$ cat config.mk
export PLATFORM = sky130hd
export DESIGN_NAME = mem_arbiter
export DESIGN_NICKNAME = d
export VERILOG_FILES = /design/src/rtl/mem_arbiter_pkg.sv /design/src/rtl/mem_arbiter.sv
export SDC_FILE = /design/constraint.sdc
export NUM_CORES = 1
export LEC_CHECK = 0
export ABC_AREA = 1
export CELL_PAD_IN_SITES_DETAIL_PLACEMENT = 1
export CELL_PAD_IN_SITES_GLOBAL_PLACEMENT = 1
export CORE_ASPECT_RATIO = 0.5
export CORE_MARGIN = 2
export CORE_UTILIZATION = 13
export DETAILED_ROUTE_END_ITERATION = 6
export GPL_ROUTABILITY_DRIVEN = 0
export PLACE_DENSITY = 0.76
export SYNTH_ARGS = -nofsm -noshare
export SYNTH_HDL_FRONTEND = slang
export SYNTH_SLANG_ARGS = --single-unit
$ cat constraint.sdc
create_clock -name clk -period 1.75 [get_ports clk]
set_input_delay 0.175 -clock clk [delete_from_list [all_inputs] [get_ports clk]]
set_output_delay 0.175 -clock clk [all_outputs]
set_load 0.05 [all_outputs]
$ cat src/rtl/mem_arbiter_pkg.sv
// Shared types, widths and arbitration helper for the two-master memory arbiter.
// Word and physical-address widths match the existing 36-bit word / 18-bit address machine.
package mem_arbiter_pkg;

    localparam int WORD_W     = 36;
    localparam int PADDR_W    = 18;
    localparam int PADDR_SIZE = 1 << PADDR_W;

    typedef logic [WORD_W-1:0]  word_t;
    typedef logic [PADDR_W-1:0] paddr_t;

    typedef enum logic [1:0] {
        MARB_IDLE   = 2'd0,
        MARB_GRANT  = 2'd1,
        MARB_RDATA  = 2'd2,
        MARB_LOCKED = 2'd3
    } marb_state_t;

    localparam logic PORT_A = 1'b0;
    localparam logic PORT_B = 1'b1;

    // Contested grants go to B under fixed priority, otherwise to whoever lost last time.
    function automatic logic pick_winner(input logic req_a, input logic req_b,
                                         input logic last_winner, input logic b_priority);
        if (req_a && !req_b) return PORT_A;
        if (req_b && !req_a) return PORT_B;
        if (b_priority)      return PORT_B;
        return ~last_winner;
    endfunction

endpackage

$ cat src/rtl/mem_arbiter.sv
// Two-master arbiter (A = CPU, B = DMA/IO) in front of single-ported main memory,
// with RMW bus lock and a no-response timeout that reports nxm to the owner.
module mem_arbiter
    import mem_arbiter_pkg::*;
#(
    parameter int TIMEOUT    = 255,
    parameter bit B_PRIORITY = 1'b0
) (
    input  logic   clk,
    input  logic   reset,
    input  paddr_t a_addr,
    input  word_t  a_wdata,
    input  logic   a_read,
    input  logic   a_write,
    input  logic   a_lock,
    output logic   a_ack,
    output word_t  a_rdata,
    output logic   a_rvalid,
    output logic   a_nxm,
    input  paddr_t b_addr,
    input  word_t  b_wdata,
    input  logic   b_read,
    input  logic   b_write,
    input  logic   b_lock,
    output logic   b_ack,
    output word_t  b_rdata,
    output logic   b_rvalid,
    output logic   b_nxm,
    output paddr_t mem_addr,
    output word_t  mem_write_data,
    output logic   mem_read,
    output logic   mem_write,
    input  word_t  mem_read_data,
    input  logic   read_ack,
    input  logic   write_ack,
    input  logic   nxm
);

    localparam logic [7:0] TMO_LAST = 8'(TIMEOUT - 1);

    marb_state_t state;
    logic        owner;
    logic        last_winner;
    logic [7:0]  tmo_cnt;
    logic        a_nxm_q;
    logic        b_nxm_q;

    logic   req_a;
    logic   req_b;
    logic   winner;
    logic   own_read;
    logic   own_write;
    logic   own_lock;
    paddr_t own_addr;
    word_t  own_wdata;
    logic   in_grant;
    logic   do_read;
    logic   do_write;
    logic   acked;
    logic   rd_phase;

    assign req_a  = a_read | a_write;
    assign req_b  = b_read | b_write;
    assign winner = pick_winner(req_a, req_b, last_winner, B_PRIORITY);

    assign own_read  = owner ? b_read  : a_read;
    assign own_write = owner ? b_write : a_write;
    assign own_lock  = owner ? b_lock  : a_lock;
    assign own_addr  = owner ? b_addr  : a_addr;
    assign own_wdata = owner ? b_wdata : a_wdata;

    // Read beats write when a master raises both, so the bus never sees both strobes.
    assign in_grant = (state == MARB_GRANT);
    assign do_read  = in_grant & own_read;
    assign do_write = in_grant & own_write & ~own_read;

    assign mem_read       = do_read;
    assign mem_write      = do_write;
    assign mem_addr       = in_grant ? own_addr : '0;
    assign mem_write_data = do_write ? own_wdata : '0;

    // An ack arriving together with nxm or during reset is dropped.
    assign acked = ((do_read & read_ack) | (do_write & write_ack)) & ~nxm & ~reset;
    assign a_ack = acked & (owner == PORT_A);
    assign b_ack = acked & (owner == PORT_B);

    assign rd_phase = (state == MARB_RDATA) & ~reset;
    assign a_rvalid = rd_phase & (owner == PORT_A);
    assign b_rvalid = rd_phase & (owner == PORT_B);
    assign a_rdata  = a_rvalid ? mem_read_data : '0;
    assign b_rdata  = b_rvalid ? mem_read_data : '0;

    assign a_nxm = a_nxm_q;
    assign b_nxm = b_nxm_q;

    always_ff @(posedge clk) begin
        if (reset) begin
            state       <= MARB_IDLE;
            owner       <= PORT_A;
            last_winner <= PORT_B;
            tmo_cnt     <= '0;
            a_nxm_q     <= 1'b0;
            b_nxm_q     <= 1'b0;
        end else begin
            a_nxm_q <= 1'b0;
            b_nxm_q <= 1'b0;
            unique case (state)
                MARB_IDLE: begin
                    if (req_a || req_b) begin
                        owner <= winner;
                        state <= MARB_GRANT;
                        if (req_a && req_b) last_winner <= winner;
                    end
                end
                MARB_GRANT: begin
                    if (nxm || (!acked && tmo_cnt == TMO_LAST)) begin
                        tmo_cnt <= '0;
                        state   <= MARB_IDLE;
                        if (owner == PORT_B) b_nxm_q <= 1'b1;
                        else                 a_nxm_q <= 1'b1;
                    end else if (acked) begin
                        tmo_cnt <= '0;
                        if (do_read)       state <= MARB_RDATA;
                        else if (own_lock) state <= MARB_LOCKED;
                        else               state <= MARB_IDLE;
                    end else begin
                        tmo_cnt <= tmo_cnt + 8'd1;
                    end
                end
                MARB_RDATA: begin
                    state <= own_lock ? MARB_LOCKED : MARB_IDLE;
                end
                MARB_LOCKED: begin
                    // Only the owner can leave this state; the other port simply waits.
                    if (own_read || own_write) state <= MARB_GRANT;
                    else if (!own_lock)        state <= MARB_IDLE;
                end
                default: state <= MARB_IDLE;
            endcase
        end
    end

endmodule
==> results.yml, run 1 <==
timing:
  hold_viol: 0
  worst_clock_skew_ps: 2.708
  timing.slew.headroom_pct: 70.04
  slew_violations: 0
  period_minus_slack_ps: 1841
  final_setup_margin_ps: -90.72
  setup_repair_after_global_routing_missed_its_margin: "yes"
  period_share_pct: 105.2
  setup_viol: 39
  tightestPinTransition_ps: 449.4
  fmaxAchievable_ghz: 0.5433
final_layout:
  n_fill_cell: 1704
  n_antenna_cell: 0
  layout.cells.non_filler: 944
  area_growth_pct: 288.2
  fin_nets: 898
  post-route-util_pct: 52.28
  final_area_mm2: 0.008164
  post_route_cells_drive_above_1_share_pct: 44.73
routing:
  detail_route.wirelength_mm: 17.58
  detail_route.drc_violations: 0
  detail_route.first_pass.iterations: 4
  dr_total_vias: 4084
  drt_first_iter_violations: 110
  ant_nets: 0
  drt-wirelength-per-cell_um: 18.63
  via_per_inst: 4.326
die:
  starting_density_pct: 13.47
  placementRows: 32
  floorplan.die.height_um: 93.94
  io-pin-count: 289
  die_boundary_width_um: 183.9
  coreArea_mm2: 0.01562
  die_outline_area_mm2: 0.01727
grt:
  grt_antenna_before_repair: 0
  gr-usage-all-layers_pct: 17.81
  number_of_global_route_vias_before_repair: 4445
  grt_max_degree: 40
  grt_first_pass_wirelength_mm: 24.05
  globalRoute.totalOverflow: 0
synthesis:
  post_synth_instance_area_mm2: 0.002103
  syn_inst: 436
  ys_seq_elements: 14
  synth-main-ff-cell: "sky130_fd_sc_hd__dfxtp_1"
  synth-edff-count: 0
  synthAdderAreaFrac_pct: 1.190
  synthTopCellsByCount: "138 x sky130_fd_sc_hd__nand2_1, 90 x sky130_fd_sc_hd__nor2_1, 63 x sky130_fd_sc_hd__a21oi_1, 53 x sky130_fd_sc_hd__inv_1, 18 x sky130_fd_sc_hd__nand3_1"
  count_leader_synth: "sky130_fd_sc_hd__nand2_1"
  ys_seq_area_share_pct: 13.33
  synth-compound-area-share_pct: 16.72
  netlist_top_cells_area: "sky130_fd_sc_hd__nand2_1 25%, sky130_fd_sc_hd__nor2_1 16%, sky130_fd_sc_hd__a21oi_1 15%, sky130_fd_sc_hd__dfxtp_1 13%, sky130_fd_sc_hd__inv_1 9.5%"
  synth_area_in_xor_xnor_pct: 2.082
  post_synthesis_async_set_or_reset_flop_share_pct: 0
  synth_top_family_by_area: "simple AND/OR/NAND/NOR gates"
  synth_largest_type_area_fraction_pct: 24.63
  yosys-mux-area-fraction_pct: 0
  syn-num-nets: 593
  synthDistinctLibCells: 30
  yosys.area.top_type: "sky130_fd_sc_hd__nand2_1"
  syn_avg_cell_area_um2: 4.824
  synth_simple_gate_area_share_pct: 50.03
  yosys_warnings: 0
cts:
  clock_insertion_delay_worst_skew_ps: 250
  cts_htree_levels: 1
  tritoncts: "done"
  clockBufferDepth: 2
  numCtsBuffers: 3
  clock_tree_root_buffer_cell: "sky130_fd_sc_hd__clkbuf_16"
  clock-sinks: 14
  clkTransAtPathRegs_ps: 50
setup_path:
  capture_instance_of_the_worst_register_to_register_path: "state[1]"
  crit-reg2reg-launch: "owner"
  worst-endpoint-arrival_ps: 1670
  timing.critical_path.from: "state[0]"
  timing.critical_path.slowest_stage_cell: "sky130_fd_sc_hd__dfxtp_2"
  endpoint_kind: "primary output"
  crit_top_cell: "sky130_fd_sc_hd__buf_12"
  timing.critical_path.cells: "inv_4, nor2_4, buf_12, nand3_4, clkbuf_16, a21oi_4, buf_12"
  worstPathRequired_ps: 1570
  worst_setup_path_endpoint: "mem_write_data[24]"
  buf_inv_on_cp: 4
  worst_path_dominant_cell_family: "buffers and inverters"
  slowest_delay_ps: 350
  cp_max_fo: 7
  timing_worst_setup_path_type: "flip-flop to primary output"
  setup.reg_to_reg.worst_slack_ps: 30
  cp.depth: 7
  reg2reg_depth: 11
  worst_setup_path_start_kind: "flip-flop"
power:
  power_leakage_uw: 0.003151
  vdd.ir_drop.worst_v: 0.0003435
  power_density_mw_per_mm2: 511.4
run:
  max-cap-violations: 0
placement:
  placed_area_mm2: 0.007661
  dp_slack_ps: -90.44
  portBuffers: 288
  placed_cells_incl_taps: 925
  place_hpwl_mm: 13.38
status:
  run_status: "finished with violations"
  failing_checks: "negative setup slack"
min_path:
  hold_wc_path_type: "input port to flip-flop"
## cells in the final DEF, fill, tap and decap left out, drive strengths merged, types with 3 or more instances in the layout
master,instances
dlymetal6s2s,3
nor2,93
xor2,3
clkbuf,8
a21oi,63
nand4,3
nand2,141
inv,57
nand3,18
buf,169
dfxtp,14
o21ai,3
clkdlybuf4s50,150
## metrics by stage
step                      hold WS (ps)  setup TNS [ps]  total power, uW
after floorplan                  350.3           -2797             1985
after global placement           461.1          -940.0             3392
after detailed placement         486.8           -1484             3439
after CTS                        492.5          -270.9             4043
after global routing             396.2           -5506             4364
final                            363.3           -1816             4175
## cell type report
cell class | instances | area [um^2] | area share [%]
Clock buffer | 4 | 88.84 | 1.088
Inverter | 59 | 241.5 | 2.958
Multi-Input combinational cell | 336 | 2569 | 31.46
Sequential cell | 14 | 286.5 | 3.510
Tap cell | 204 | 255.2 | 3.126
Timing Repair Buffer | 327 | 4723 | 57.85
## logic make-up (layout without fill, tap and decap cells)
kind of cell / Yosys count / in the layout
AOI/OAI and AO/OA: 69 / 69
adders and majority gates: 2 / 2
and+or+nand+nor: 260 / 260
xor gates and xnor gates: 5 / 5
DFF: 14 / 14
buffers and inverters: 86 / 390
## flip-flops by register name, summed over array words and instances (netlist names)
| register | cells |
|---|---|
| tmo_cnt | 8 |
| state | 2 |
| a_nxm | 1 |
| b_nxm | 1 |
| last_winner | 1 |
| owner | 1 |
## worst register-to-register path, delay by kind of cell (launching register included)
| kind | cells | cell delay, ps |
|---|---|---|
| AND/OR/NAND/NOR | 8 | 840 |
| buffers and inverters | 3 | 370 |
| flip-flops | 1 | 400 |
## worst min-delay path by stage
| stage | from | to | slack, ps | cells after the start |
|---|---|---|---|---|
| final | reset | tmo_cnt[6] | 360 | 3 |
| after global routing | reset | tmo_cnt[6] | 400 | 3 |
| after CTS | last_winner | last_winner | 490 | 2 |
| after detailed placement | last_winner | last_winner | 490 | 2 |
| after global placement | last_winner | last_winner | 460 | 2 |
| after floorplan | reset | last_winner | 350 | 2 |
## power by group
group / internal, uW / leakage [uW] / switching, uW
clock network: 347 / 0.0000442 / 143
registers: 349 / 0.000115 / 37.1
logic: 1410 / 0.00299 / 1880
total: 2110 / 0.00315 / 2060
## metal layers
| metal | track usage, % | vias to the layer above | share of wire, % |
|---|---|---|---|
| li1 | - | 1945 | - |
| met1 | 18.62 | 1952 | 35 |
| met2 | 37.17 | 143 | 57 |
| met3 | 2.132 | 44 | 4.0 |
| met4 | 5.267 | 0 | 3.8 |
| met5 | 0 | - | 0 |
## timing repair
action,CTS,global route
gates resized for setup,22,28
pin swaps,2,10
hold buffers,0,0
setup endpoints to repair,72,112
buffers inserted,6,5
gates cloned,0,4
Note: power is estimated with default switching activity, not from simulation.
==> inputs of run 2 (changes only) <==
--- a/config.mk
+++ b/config.mk
@@ -6,14 +6,16 @@
 export NUM_CORES = 1
 export LEC_CHECK = 0
 export ABC_AREA = 1
+export ABC_CLOCK_PERIOD_IN_PS = 1750
 export CELL_PAD_IN_SITES_DETAIL_PLACEMENT = 1
 export CELL_PAD_IN_SITES_GLOBAL_PLACEMENT = 1
 export CORE_ASPECT_RATIO = 0.5
 export CORE_MARGIN = 2
 export CORE_UTILIZATION = 13
+export CTS_CLUSTER_DIAMETER = 200
 export DETAILED_ROUTE_END_ITERATION = 6
 export GPL_ROUTABILITY_DRIVEN = 0
-export PLACE_DENSITY = 0.76
+export PLACE_DENSITY = 0.91
 export SYNTH_ARGS = -nofsm -noshare
 export SYNTH_HDL_FRONTEND = slang
 export SYNTH_SLANG_ARGS = --single-unit
==> run 2 against run 1 <==
  * The run still ends with negative setup slack left
  * Cell count grew 1.1%
  * Core utilization grew 1.3 points
  * Critical path type unchanged
  * Global-route usage grew 3.5 points
  * Maximum frequency down 4.6%
  * Flip-flop and latch count unchanged
  * Register-to-register slack worse by 170 ps
  * Sequential power grew 2%
  * Combinational power rose by 8.8%
  * Clock power rose by 5.3%
==> results.yml, run 2 (synthesis results as in run 1) <==
routing:
  via_per_inst: 4.684
  dr_total_vias: 4469
  drt_first_iter_violations: 216
  drt-wirelength-per-cell_um: 22.72
  detail_route.first_pass.iterations: 4
  detail_route.drc_violations: 0
  ant_nets: 0
  detail_route.wirelength_mm: 21.68
die:
  coreArea_mm2: 0.01562
  die_boundary_width_um: 183.9
  io-pin-count: 289
  starting_density_pct: 13.47
  floorplan.die.height_um: 93.94
  placementRows: 32
  die_outline_area_mm2: 0.01727
final_layout:
  area_growth_pct: 297.9
  fin_nets: 908
  max_flop_register: "tmo_cnt"
  post_route_cells_drive_above_1_share_pct: 46.53
  n_fill_cell: 1657
  final_cell_mix: "151 x sky130_fd_sc_hd__clkdlybuf4s50_1, 143 x sky130_fd_sc_hd__buf_12, 128 x sky130_fd_sc_hd__nand2_1"
  n_antenna_cell: 0
  final_common_cell: "sky130_fd_sc_hd__clkdlybuf4s50_1"
  biggestRegsByFlops: "tmo_cnt x8, state x2"
  largest_register_ffs: 8
timing:
  tns_ps: -5038
  final_setup_margin_ps: -178.7
  fmaxAchievable_ghz: 0.5185
  worst_clock_skew_ps: 1.547
  hold_viol: 0
  slew_violations: 0
  timing.slew.headroom_pct: 74.07
  setup_repair_after_global_routing_missed_its_margin: "yes"
  setup_viol: 85
  tightestPinTransition_ps: 387.5
  period_share_pct: 110.2
  period_minus_slack_ps: 1929
setup_path:
  worst_path_dominant_cell_family: "simple AND/OR/NAND/NOR gates"
  cp_max_fo: 4
  slowest_delay_ps: 370
  worst_setup_path_start_kind: "flip-flop"
  endpoint_kind: "primary output"
  crit-reg2reg-launch: "owner"
  timing_worst_setup_path_type: "flip-flop to primary output"
  worst-endpoint-arrival_ps: 1750
  timing.critical_path.cells: "inv_4, nor2_4, inv_2, nor2_4, nand2_2, nand2_2, nand2_2, buf_6, nor2_4, buf_12"
  timing.critical_path.slowest_stage_cell: "sky130_fd_sc_hd__dfxtp_2"
  timing.critical_path.from: "state[0]"
  worstPathRequired_ps: 1570
  buf_inv_on_cp: 4
power:
  design_power_total_uw: 4504
  vdd.ir_drop.worst_v: 0.0003368
  power_density_mw_per_mm2: 538.2
  power_leakage_uw: 0.003235
grt:
  number_of_global_route_vias_before_repair: 4777
  grt_first_pass_wirelength_mm: 28.16
  grt_max_degree: 43
  globalRoute.totalOverflow: 0
  grt_antenna_before_repair: 0
  gr-usage-all-layers_pct: 21.36
cts:
  clock_insertion_delay_worst_skew_ps: 260
  hold_buffers: 0
  clockBufferDepth: 2
  clock-sinks: 14
  cts_htree_levels: 1
  clkTransAtPathRegs_ps: 50
  tritoncts: "done"
  clock_tree_root_buffer_cell: "sky130_fd_sc_hd__clkbuf_16"
  numCtsBuffers: 3
run:
  max-cap-violations: 0
status:
  run_status: "finished with violations"
  failing_checks: "negative setup slack"
min_path:
  hold_start: "reset"
  hold_wc_path_type: "input port to flip-flop"
placement:
  portBuffers: 288
  place_hpwl_mm: 14.52
[run 2: changes by cell type in the layout (fill, tap and decap cells not counted), sizes merged]
cell and delta:
dlygate4sd2 -1, bufbuf +1, clkdlybuf4s50 +1, clkbuf -1, buf +10
[run 2: final cells by class]
cell class	count	area, um^2	share of cell area (%)
inverters	59	239.0	2.856
clock buffers	4	88.84	1.062
repair buffers	337	4847	57.92
flip-flops and latches	14	289.0	3.454
well taps	204	255.2	3.050
multi-input cells	336	2649	31.65
[run 2: final timing paths]
| kind | depth (start not counted) | slack, ps | endpoint |
|---|---|---|---|
| setup / recovery | 10 | -180 | a_ack |
| hold / removal | 3 | 390 | tmo_cnt[4] |
| setup reg to reg | 10 | -140 | state[0] |
| hold reg to reg | 2 | 510 | last_winner |
[run 2: worst reg2reg max path, delay by kind of cell, from the launching register on]
kind	cells	cell delay (ps)
buf+inv	2	390
flops	1	410
simple gates	8	1010
[run 2: power breakdown]
part           internal (uW)  switching, uW
Combinational           1530           2070
Clock                    349            168
Sequential               350           42.4
Total                   2230           2280
[run 2: repair_timing]
item / 4_1_cts / 5_1_grt
resized for setup: 47 / 31
gates cloned: 1 / 3
setup buffers: 10 / 7
hold endpoints to repair: 0 / 0
pin swaps: 6 / 11
setup endpoints to repair: 106 / 137
[run 2: stage by stage]
step / hold slack, ps / cells / worst slack (ps) / cell area [um^2] / util (%)
2_1_floorplan: 350.3 / 436 / -237.8 / 3099 / -
3_3_place_gp: 461.5 / 929 / -83.64 / 7679 / 49.17
3_5_place_dp: 501.3 / 929 / -208.0 / 7679 / 49.17
4_1_cts: 508.5 / 944 / -64.09 / 8110 / 51.94
5_1_grt: 401.7 / 954 / -215.9 / 8368 / 53.59
6_report: 390.9 / 954 / -178.7 / 8368 / 53.59
[run 2: metal layers]
| layer | vias up | global-route usage [%] | share of wire, % |
|---|---|---|---|
| li1 | 1967 | - | - |
| met1 | 2162 | 20.31 | 32 |
| met2 | 236 | 44.15 | 57 |
| met3 | 104 | 3.527 | 5.4 |
| met4 | 0 | 11.33 | 6.0 |
| met5 | - | 0 | 0 |
==> inputs of run 3 (changes only) <==
--- a/config.mk
+++ b/config.mk
@@ -16,6 +16,7 @@
 export DETAILED_ROUTE_END_ITERATION = 6
 export GPL_ROUTABILITY_DRIVEN = 0
 export PLACE_DENSITY = 0.91
+export SETUP_SLACK_MARGIN = 0.2
 export SYNTH_ARGS = -nofsm -noshare
 export SYNTH_HDL_FRONTEND = slang
 export SYNTH_SLANG_ARGS = --single-unit
==> run 3 against run 2 <==
  * The flow still finishes with violations (negative setup slack)
  * Via count increased by 6.5%
  * Sequential share of layout area shrank 0.074 points
  * Combinational power rose by 9.2%
  * Die area is the same
  * First-iteration DRC count grew 20%
  * Largest cell class unchanged
  * Largest power group unchanged
==> results.yml, run 3 (synthesis results as in run 1) <==
setup_path:
  worst_path_dominant_cell_family: "simple AND/OR/NAND/NOR gates"
  buf_inv_on_cp: 3
  setup.reg_to_reg.worst_slack_ps: -130
  capture_instance_of_the_worst_register_to_register_path: "state[1]"
  worst-endpoint-arrival_ps: 1750
  worstPathRequired_ps: 1570
  timing.critical_path.cells: "inv_8, nand2_4, nand2_4, nor2_4, nand2_2, nand2_2, nand2_4, buf_6, nor2_4, buf_12"
  timing.critical_path.slowest_stage_cell: "sky130_fd_sc_hd__dfxtp_4"
  reg2reg_depth: 13
  timing_worst_setup_path_type: "flip-flop to primary output"
  endpoint_kind: "primary output"
  worst_setup_path_endpoint: "a_ack"
  cp_max_fo: 6
  cp.depth: 10
  slowest_delay_ps: 460
  worst_setup_path_start_kind: "flip-flop"
  crit-reg2reg-launch: "owner"
  timing.critical_path.from: "owner"
  crit_top_cell: "sky130_fd_sc_hd__nand2_4"
final_layout:
  post_route_cells_drive_above_1_share_pct: 53.75
  final_cell_mix: "151 x sky130_fd_sc_hd__clkdlybuf4s50_1, 127 x sky130_fd_sc_hd__buf_12, 104 x sky130_fd_sc_hd__nand2_1"
  layout.cells.non_filler: 978
  largest_register_ffs: 8
  area_growth_pct: 325.9
  biggestRegsByFlops: "tmo_cnt x8, state x2"
  fin_nets: 932
  final_common_cell: "sky130_fd_sc_hd__clkdlybuf4s50_1"
  max_flop_register: "tmo_cnt"
  n_antenna_cell: 0
cts:
  clock_tree_root_buffer_cell: "sky130_fd_sc_hd__clkbuf_16"
  clockBufferDepth: 2
  clock-sinks: 14
  tritoncts: "done"
  cts_htree_levels: 1
  clock_insertion_delay_worst_skew_ps: 250
  numCtsBuffers: 3
  clkTransAtPathRegs_ps: 50
grt:
  number_of_global_route_vias_before_repair: 5101
  grt_antenna_before_repair: 0
  gr-usage-all-layers_pct: 25.01
  grt_first_pass_wirelength_mm: 32.26
  grt_max_degree: 43
  globalRoute.totalOverflow: 0
die:
  floorplan.die.height_um: 93.94
  coreArea_mm2: 0.01562
  placementRows: 32
  io-pin-count: 289
  die_outline_area_mm2: 0.01727
  die_boundary_width_um: 183.9
  starting_density_pct: 13.47
placement:
  placed_cells_incl_taps: 934
  place_hpwl_mm: 16.29
  portBuffers: 288
run:
  max-cap-violations: 0
timing:
  slew_violations: 0
  setup_repair_after_global_routing_missed_its_margin: "yes"
  timing.slew.headroom_pct: 65.22
  period_minus_slack_ps: 1929
  setup_viol: 127
  tightestPinTransition_ps: 520.9
  tns_ps: -13910
  worst_clock_skew_ps: 4.360
  final_setup_margin_ps: -179.3
  period_share_pct: 110.2
  hold_viol: 0
  fmaxAchievable_ghz: 0.5183
routing:
  top_signal_layer_used: "met4"
  via_per_inst: 4.866
  drt_first_iter_violations: 260
  route.met2.wl_mm: 14.12
  dr_total_vias: 4759
  detail_route.drc_violations: 0
  detail_route.wirelength_mm: 25.98
  wl_met1_mm: 8.476
  route.met3.wl_mm: 1.407
  ant_nets: 0
  drt-wirelength-per-cell_um: 26.56
  detail_route.first_pass.iterations: 5
status:
  failing_checks: "negative setup slack"
  run_status: "finished with violations"
min_path:
  hold_wc_path_type: "input port to flip-flop"
power:
  power_leakage_uw: 0.003491
  vdd.ir_drop.worst_v: 0.0002746
  power_density_mw_per_mm2: 539.6
-- run 3: changes by cell type in the layout (fill, tap and decap cells not counted), sizes merged --
cell / change
clkinvlp: +1
inv: -1
dlygate4sd2: +2
buf: +22
-- run 3: final cells by class --
class / count / area (um^2)
multi-input cells: 336 / 2988
repair buffers: 361 / 5077
inverters: 59 / 245.2
fillers: 1603 / 6658
clock buffers: 4 / 88.84
well taps: 204 / 255.2
flip-flops and latches: 14 / 302.8
-- run 3: repair_timing --
item,in CTS,in global routing
setup endpoints to repair,141,144
pin swaps,16,31
buffers inserted,14,17
cloned,6,3
hold buffers,0,0
gates resized for setup,70,86
-- run 3: worst min-delay path by stage --
stage,startpoint,to,depth (start not counted)
6_report,reset,tmo_cnt[2],3
5_1_grt,reset,tmo_cnt[2],3
4_1_cts,last_winner,last_winner,2
3_5_place_dp,last_winner,last_winner,2
3_3_place_gp,last_winner,last_winner,2
2_1_floorplan,reset,last_winner,2
-- run 3: tightest hold or removal path, stage by stage --
cell	delay (ps)
sky130_fd_sc_hd__dlygate4sd2_1	240
sky130_fd_sc_hd__buf_4	230
sky130_fd_sc_hd__a21oi_2	40
-- run 3: per-stage QoR --
stage          cell area, um^2  hold WS, ps  utilization, %  power (uW)  worst slack [ps]
2_1_floorplan             3491        371.4               -        2228             20.26
3_3_place_gp              7780        462.4           49.82        3385            -78.68
3_5_place_dp              7780        494.0           49.82        3519            -213.0
4_1_cts                   8412        501.5           53.87        4346            -81.73
5_1_grt                   8957        500.7           57.36        4946            -200.3
6_report                  8957        470.6           57.36        4833            -179.3
-- run 3: metal layers --
metal | vias up | global-route usage [%]
met3 | 133 | 2.209
li1 | 2021 | -
met4 | 0 | 12.00
met2 | 298 | 52.77
met5 | - | 0
met1 | 2307 | 24.61
-- run 3: power by group --
group	total [uW]	internal, uW	switching (uW)
clock network	515	348	167
registers	395	346	49.7
logic	3920	1630	2290
total	4830	2320	2510
